--- src/rtl/params_pkg.sv ---
// Shared definitions for the store unit.
//   SIZE_B/SIZE_H/SIZE_W : bit positions of the one-hot store size input
//   store_entry_t        : one buffered write {word address, lane data, byte strobe}
package params_pkg;

  localparam int SIZE_B = 0;
  localparam int SIZE_H = 1;
  localparam int SIZE_W = 2;

  typedef struct packed {
    logic [29:0] addr;
    logic [31:0] data;
    logic [3:0]  strb;
  } store_entry_t;

endpackage

--- src/rtl/store_unit_fifo.sv ---
// store_fifo: circular store buffer of DEPTH entries (DEPTH a power of two, >= 2).
// Ports:
//   clk_i, rst_ni        : clock, asynchronous active-low reset
//   push_i, push_entry_i : enqueue an entry (caller guarantees not full)
//   pop_i                : dequeue the head (caller guarantees not empty)
//   head_o               : entry at the read pointer
//   full_o, empty_o      : occupancy flags
//   entry_valid_o        : per-slot occupancy, for the load hazard compare
//   entry_addr_o         : per-slot word address, for the load hazard compare
module store_fifo
  import params_pkg::*;
#(
  parameter int DEPTH = 4
) (
  input  logic                     clk_i,
  input  logic                     rst_ni,
  input  logic                     push_i,
  input  store_entry_t             push_entry_i,
  input  logic                     pop_i,
  output store_entry_t             head_o,
  output logic                     full_o,
  output logic                     empty_o,
  output logic [DEPTH-1:0]         entry_valid_o,
  output logic [DEPTH-1:0][29:0]   entry_addr_o
);

  localparam int PTR_W = $clog2(DEPTH);
  localparam int CNT_W = $clog2(DEPTH + 1);

  logic [PTR_W-1:0] rd_ptr_q, rd_ptr_d;
  logic [PTR_W-1:0] wr_ptr_q, wr_ptr_d;
  logic [CNT_W-1:0] count_q, count_d;

  // Payload carries no reset: occupancy is tracked only by pointers and count.
  store_entry_t mem_q [DEPTH];

  always_comb begin
    rd_ptr_d = rd_ptr_q;
    wr_ptr_d = wr_ptr_q;
    if (push_i) wr_ptr_d = wr_ptr_q + PTR_W'(1);
    if (pop_i)  rd_ptr_d = rd_ptr_q + PTR_W'(1);
    count_d = count_q + CNT_W'(push_i) - CNT_W'(pop_i);
  end

  always_ff @(posedge clk_i or negedge rst_ni) begin
    if (!rst_ni) begin
      rd_ptr_q <= '0;
      wr_ptr_q <= '0;
      count_q  <= '0;
    end else begin
      rd_ptr_q <= rd_ptr_d;
      wr_ptr_q <= wr_ptr_d;
      count_q  <= count_d;
    end
  end

  always_ff @(posedge clk_i) begin
    if (push_i) mem_q[wr_ptr_q] <= push_entry_i;
  end

  assign head_o  = mem_q[rd_ptr_q];
  assign empty_o = (count_q == '0);
  assign full_o  = (count_q == CNT_W'(DEPTH));

  // A slot is occupied when its distance from the read pointer (mod DEPTH)
  // is below the current count.
  generate
    for (genvar gi = 0; gi < DEPTH; gi++) begin : g_slot
      logic [PTR_W-1:0] rel;
      assign rel               = PTR_W'(gi) - rd_ptr_q;
      assign entry_valid_o[gi] = (CNT_W'(rel) < count_q);
      assign entry_addr_o[gi]  = mem_q[gi].addr;
    end
  endgenerate

endmodule

--- src/rtl/store_unit.sv ---
// store_unit: formats pipeline stores into lane-positioned, strobed word writes,
// buffers them in FIFO order and drains them to data memory.
// Ports:
//   clk_i, rst_ni            : clock, asynchronous active-low reset
//   mem_size_onehot          : store size, bit0 byte / bit1 half / bit2 word
//   req_valid_i/req_ready_o  : store request handshake
//   waddr_i, wdata_unformatted_i : byte address and LSB-aligned store data
//   misaligned_store_o       : current request is misaligned (not buffered)
//   mem_w*                   : write channel toward data memory (head of buffer)
//   load_check_i, load_addr_i, load_hazard_o : load-vs-buffered-store word overlap
//   empty_o                  : no buffered stores
module store_unit
  import params_pkg::*;
#(
  parameter int DEPTH = 4
) (
  input  logic        clk_i,
  input  logic        rst_ni,
  input  logic [2:0]  mem_size_onehot,
  input  logic        req_valid_i,
  output logic        req_ready_o,
  input  logic [31:0] waddr_i,
  input  logic [31:0] wdata_unformatted_i,
  output logic        misaligned_store_o,
  output logic        mem_wvalid_o,
  input  logic        mem_wready_i,
  output logic [31:0] mem_waddr_o,
  output logic [31:0] mem_wdata_o,
  output logic [3:0]  mem_wstrb_o,
  input  logic        load_check_i,
  input  logic [31:0] load_addr_i,
  output logic        load_hazard_o,
  output logic        empty_o
);

  logic [1:0]  off;
  logic        size_valid;
  logic        misaligned;
  logic [31:0] fmt_data;
  logic [3:0]  fmt_strb;

  logic                   fifo_full, fifo_empty, push, pop, hazard;
  store_entry_t           push_entry, head;
  logic [DEPTH-1:0]       entry_valid;
  logic [DEPTH-1:0][29:0] entry_addr;
  logic [1:0]             load_off_unused;

  assign off = waddr_i[1:0];

  // Lowest set size bit wins; an all-zero size is accepted and dropped.
  always_comb begin
    size_valid = 1'b1;
    misaligned = 1'b0;
    fmt_strb   = 4'h0;
    fmt_data   = 32'h0;
    if (mem_size_onehot[SIZE_B]) begin
      fmt_strb = 4'h1 << off;
      fmt_data = {24'b0, wdata_unformatted_i[7:0]} << {off, 3'b000};
    end else if (mem_size_onehot[SIZE_H]) begin
      fmt_strb   = 4'h3 << {off[1], 1'b0};
      fmt_data   = {16'b0, wdata_unformatted_i[15:0]} << {off[1], 4'b0000};
      misaligned = off[0];
    end else if (mem_size_onehot[SIZE_W]) begin
      fmt_strb   = 4'hF;
      fmt_data   = wdata_unformatted_i;
      misaligned = (off != 2'b00);
    end else begin
      size_valid = 1'b0;
    end
  end

  assign misaligned_store_o = misaligned && req_valid_i;
  assign req_ready_o        = !fifo_full;

  // Misaligned or sizeless requests still complete the handshake but are dropped.
  assign push = req_valid_i && req_ready_o && size_valid && !misaligned;
  assign pop  = mem_wvalid_o && mem_wready_i;

  assign push_entry = '{addr: waddr_i[31:2], data: fmt_data, strb: fmt_strb};

  store_fifo #(.DEPTH(DEPTH)) u_fifo (
    .clk_i         (clk_i),
    .rst_ni        (rst_ni),
    .push_i        (push),
    .push_entry_i  (push_entry),
    .pop_i         (pop),
    .head_o        (head),
    .full_o        (fifo_full),
    .empty_o       (fifo_empty),
    .entry_valid_o (entry_valid),
    .entry_addr_o  (entry_addr)
  );

  assign mem_wvalid_o = !fifo_empty;
  assign mem_waddr_o  = {head.addr, 2'b00};
  assign mem_wdata_o  = head.data;
  assign mem_wstrb_o  = head.strb;
  assign empty_o      = fifo_empty;

  // Compares buffered entries only (head included); the incoming request is not
  // yet in the buffer and so is never seen here.
  always_comb begin
    hazard = 1'b0;
    for (int i = 0; i < DEPTH; i++) begin
      if (entry_valid[i] && (entry_addr[i] == load_addr_i[31:2])) hazard = 1'b1;
    end
  end

  assign load_hazard_o   = load_check_i && hazard;
  assign load_off_unused = load_addr_i[1:0];

endmodule

--- config.mk ---
export PLATFORM = sky130hd
export DESIGN_NAME = store_unit
export DESIGN_NICKNAME = d
export VERILOG_FILES = /design/src/rtl/params_pkg.sv /design/src/rtl/store_unit_fifo.sv /design/src/rtl/store_unit.sv
export SDC_FILE = /design/constraint.sdc
export NUM_CORES = 1
export LEC_CHECK = 0
export ABC_CLOCK_PERIOD_IN_PS = 3610
export CAP_MARGIN = 20
export CORE_ASPECT_RATIO = 1.1
export CORE_MARGIN = 2
export CORE_UTILIZATION = 55
export DETAILED_ROUTE_END_ITERATION = 8
export GPL_TIMING_DRIVEN = 0
export HOLD_SLACK_MARGIN = 0.15
export PLACE_DENSITY = 0.8
export SLEW_MARGIN = 5
export SYNTH_ARGS = -nofsm -noshare
export SYNTH_HDL_FRONTEND = slang
export SYNTH_HIERARCHICAL = 1
export SYNTH_SLANG_ARGS = --single-unit
--- constraint.sdc ---
create_clock -name clk_i -period 3.61 [get_ports clk_i]
set_input_delay 0.9025 -clock clk_i [delete_from_list [all_inputs] [get_ports clk_i]]
set_output_delay 0.9025 -clock clk_i [all_outputs]
set_load 0.1 [all_outputs]
==> flow_summary.ini <==
[status]
status = finished, violations left
violations = setup timing

[timing]
fmax_mhz = 258
layout_min_cycle_time_ps = 3870
rsz0062_at_grt = true
finalMaxSlewViolations = 0
setup_viol = 2
fin_ws_ps = -263
tightest_slew_ps = 1030
finalHoldViolations = 0
finalCritPeriodShare_pct = 107
finalClockSkew_ps = 9.73
relSlewSlack_pct = 31.3

[worst_setup_path]
crit_type = in -> out
crit_path_top_delay_cell = clkdlybuf4s50_1
crit_required_ps = 2710
start_kind = input pin
crit_chain = clkdlybuf4s50_1 -> xnor2_2 -> nand4_1 -> nor4_2 -> nand4_1 -> a41oi_2 -> buf_8
r2r-end = u_fifo/mem_q[1][1]$_DFFE_PP_
crit_path_end_kind = output port
r2r_setup_slack_ps = 1000
reg2reg_depth = 6
crit_path_max_incr_delay_ps = 550
crit_path_frequent_cell = nand4_1
rr_startpoint = u_fifo/count_q[1]$_DFF_PN0_
crit_fanout = 4
cp.arrival_ps = 2970

[logic_synthesis]
syn-cell-area_sq_um = 13000
synth_seq_cells = 271
synth_top_area_share_pct = 61.2
synth_commonest_cells = 264 x edfxtp_1, 124 x buf_4, 77 x xnor2_1
synth_top_flop_cell = edfxtp_1
yosysTopAreaCell = edfxtp_1
yosysMostFrequentCell = edfxtp_1
avgSynthCellArea_sq_um = 16.6
synthCells = 783
yosysSeqAreaShare_pct = 62.5
yosys.cell_types.count = 38
synth_area_leaders = edfxtp_1 61%, mux4_2 11%, buf_4 7.2%
synthArstFlopShare_pct = 2.58
synth_edf_count = 264
ys_warn_count = 6

[power]
power_density_nw_per_um2 = 888
power_leakage_nw = 5.73
p_switching_mw = 6.59
pwr-share-clk_pct = 19.9
pwr-share-seq_pct = 28.8
p_int_mw = 7.76
ir_drop_mv = 0.775
netSwitchingFraction_pct = 45.9
power_frac_comb_pct = 51.3

[global_routing]
grt.total_usage_pct = 24.5
antenna_found_initial = 3
grt_max_degree = 43
overflow = 0
grt_pass1_wl_um = 44100
grt_pass1_vias = 7425

[placed_design]
hpwl_um = 20900
place.gp.congestion = 0.988
preCtsSetupSlack_ps = -1370
dp.cells = 1255
io_buffer_count = 167
postPlaceCellArea_sq_um = 15100

[drt]
firstDrtPassIters = 5
wl_um = 30100
wl_per_cell_um = 23.0
antenna_left = 0
vias = 7316
drtIter0Drc = 613
vias_per_cell = 5.58
drcViolationCount = 0

[worst_hold_path]
hold_path_class = reg -> reg
worstHoldEndpoint = u_fifo/wr_ptr_q[0]$_DFFE_PN0P_
min_delay_path_depth = 1
min_from = u_fifo/wr_ptr_q[0]$_DFFE_PN0P_

[clock_network]
cts_tree = yes
h-tree-depth = 1
cts.path.max_buffers = 3
cts-root-buf = clkbuf_16
clock_sinks = 271
clkTransAtPathRegs_ps = 60
numCtsBuffers = 26
clk-insertion-delay-late_ps = 520
ctsHoldBuffers = 0

[flow_run]
cap_violations = 0

[floorplan]
rows = 58
ioPinCount = 177
die_width_um = 150
fp.coreArea_sq_um = 23000
dieArea_sq_um = 24800
start_util_pct = 56.3
die_h_um = 165

[final_layout]
syn2layout_area_growth_pct = 24.7
fillers = 1481
final_util_pct = 70.2
stdcell_area_sq_um = 16200
fin_cells = 1311
drive_gt1_share_pct = 30.9
fin_nets = 1104
[critical path, delay by kind of cell]
kind | cells | cell delay (ps)
and+or+nand+nor | 3 | 640
xor gates and xnor gates | 1 | 360
buffers and inverters | 2 | 790
AOI/OAI and AO/OA | 1 | 270
[power by group through the flow]
stage	Clock [mW]	Sequential, mW	Combinational, mW
floorplan	0	4.14	5.74
finish	2.85	4.13	7.36
CTS	2.90	4.12	7.32
global placement	0	4.19	7.39
global route	3.01	4.17	7.63
detailed placement	0	4.18	7.48
[layout make-up]
cell class | instances | area [sq um] | area share (%)
well taps | 300 | 375 | 2.32
diodes | 2 | 5.00 | 0.0310
plain buffers | 149 | 1210 | 7.46
clock inverters | 19 | 216 | 1.34
flip-flops and latches | 271 | 8100 | 50.1
repair buffers | 177 | 1740 | 10.7
multi-input cells | 349 | 3780 | 23.4
clock buffers | 29 | 683 | 4.23
inverters | 15 | 58.8 | 0.364
[state kept, by name, summed over array words and instances (netlist names)]
signal,cells
u_fifo/mem_q,264
u_fifo/rd_ptr_q,2
u_fifo/count_q,3
u_fifo/wr_ptr_q,2
[per-stage QoR]
step | total power [mW] | TNS (ps) | hold slack [ps]
2_1_floorplan | 9.88 | -2230 | 494
3_3_place_gp | 11.6 | -306680 | 526
3_5_place_dp | 11.7 | -1810 | 543
4_1_cts | 14.3 | -327 | 552
5_1_grt | 14.8 | -464 | 561
6_report | 14.3 | -274 | 559
[placed cells by master (no fill, tap or decap), types with 3 or more instances in the layout]
cell type,count
a21oi_1,5
a22o_1,8
a22oi_1,16
and2_4,4
buf_12,12
buf_2,7
buf_4,129
buf_6,3
bufinv_16,5
clkbuf_1,4
clkbuf_16,27
clkbuf_2,13
clkdlybuf4s15_2,9
clkdlybuf4s50_1,97
clkinv_1,8
clkinv_2,4
dfrtp_1,7
dlygate4sd2_1,48
edfxtp_1,264
ha_1,8
inv_1,13
mux4_2,65
nand2_1,20
nand4_1,24
nor2_2,4
nor2b_1,10
nor4_1,11
nor4_2,5
o21ai_0,19
or2_2,3
xnor2_1,73
xnor2_2,5
xor2_1,47
[kinds of logic after synthesis]
family	count (synthesis)	synth area share [%]
compound gates	55	2.95
xor+xnor	126	8.57
fa+ha+maj	11	1.12
buf+inv	164	9.44
flops	271	62.5
mux	66	11.5
other cells	1	0.0289
simple gates	89	3.88
[worst max path at each step]
stage	start	endpoint	slack, ps	cells past startpoint
floorplan	mem_size_onehot[0]	misaligned_store_o	-100	2
global placement	mem_size_onehot[0]	u_fifo/mem_q[1][48]$_DFFE_PP_	-1820	4
detailed placement	load_addr_i[25]	load_hazard_o	-1370	7
CTS	u_fifo/rd_ptr_q[1]$_DFFE_PN0P_	load_hazard_o	-330	12
global route	u_fifo/rd_ptr_q[1]$_DFFE_PN0P_	load_hazard_o	-340	12
finish	load_addr_i[25]	load_hazard_o	-260	7
[routing by layer]
| metal | GRT usage (%) | share of wire (%) |
|---|---|---|
| met5 | 0 | 0.043 |
| met4 | 7.93 | 3.6 |
| met3 | 4.53 | 8.0 |
| met2 | 43.1 | 51 |
| met1 | 30.7 | 37 |
[timing repair]
| item | in CTS | in global routing |
|---|---|---|
| endpoints found under the setup margin | 68 | 11 |
| buffers inserted | 3 | 3 |
| gates resized for setup | 112 | 36 |
| pin swaps | 5 | 6 |
No activity file was read; power rests on OpenSTA's default activity.
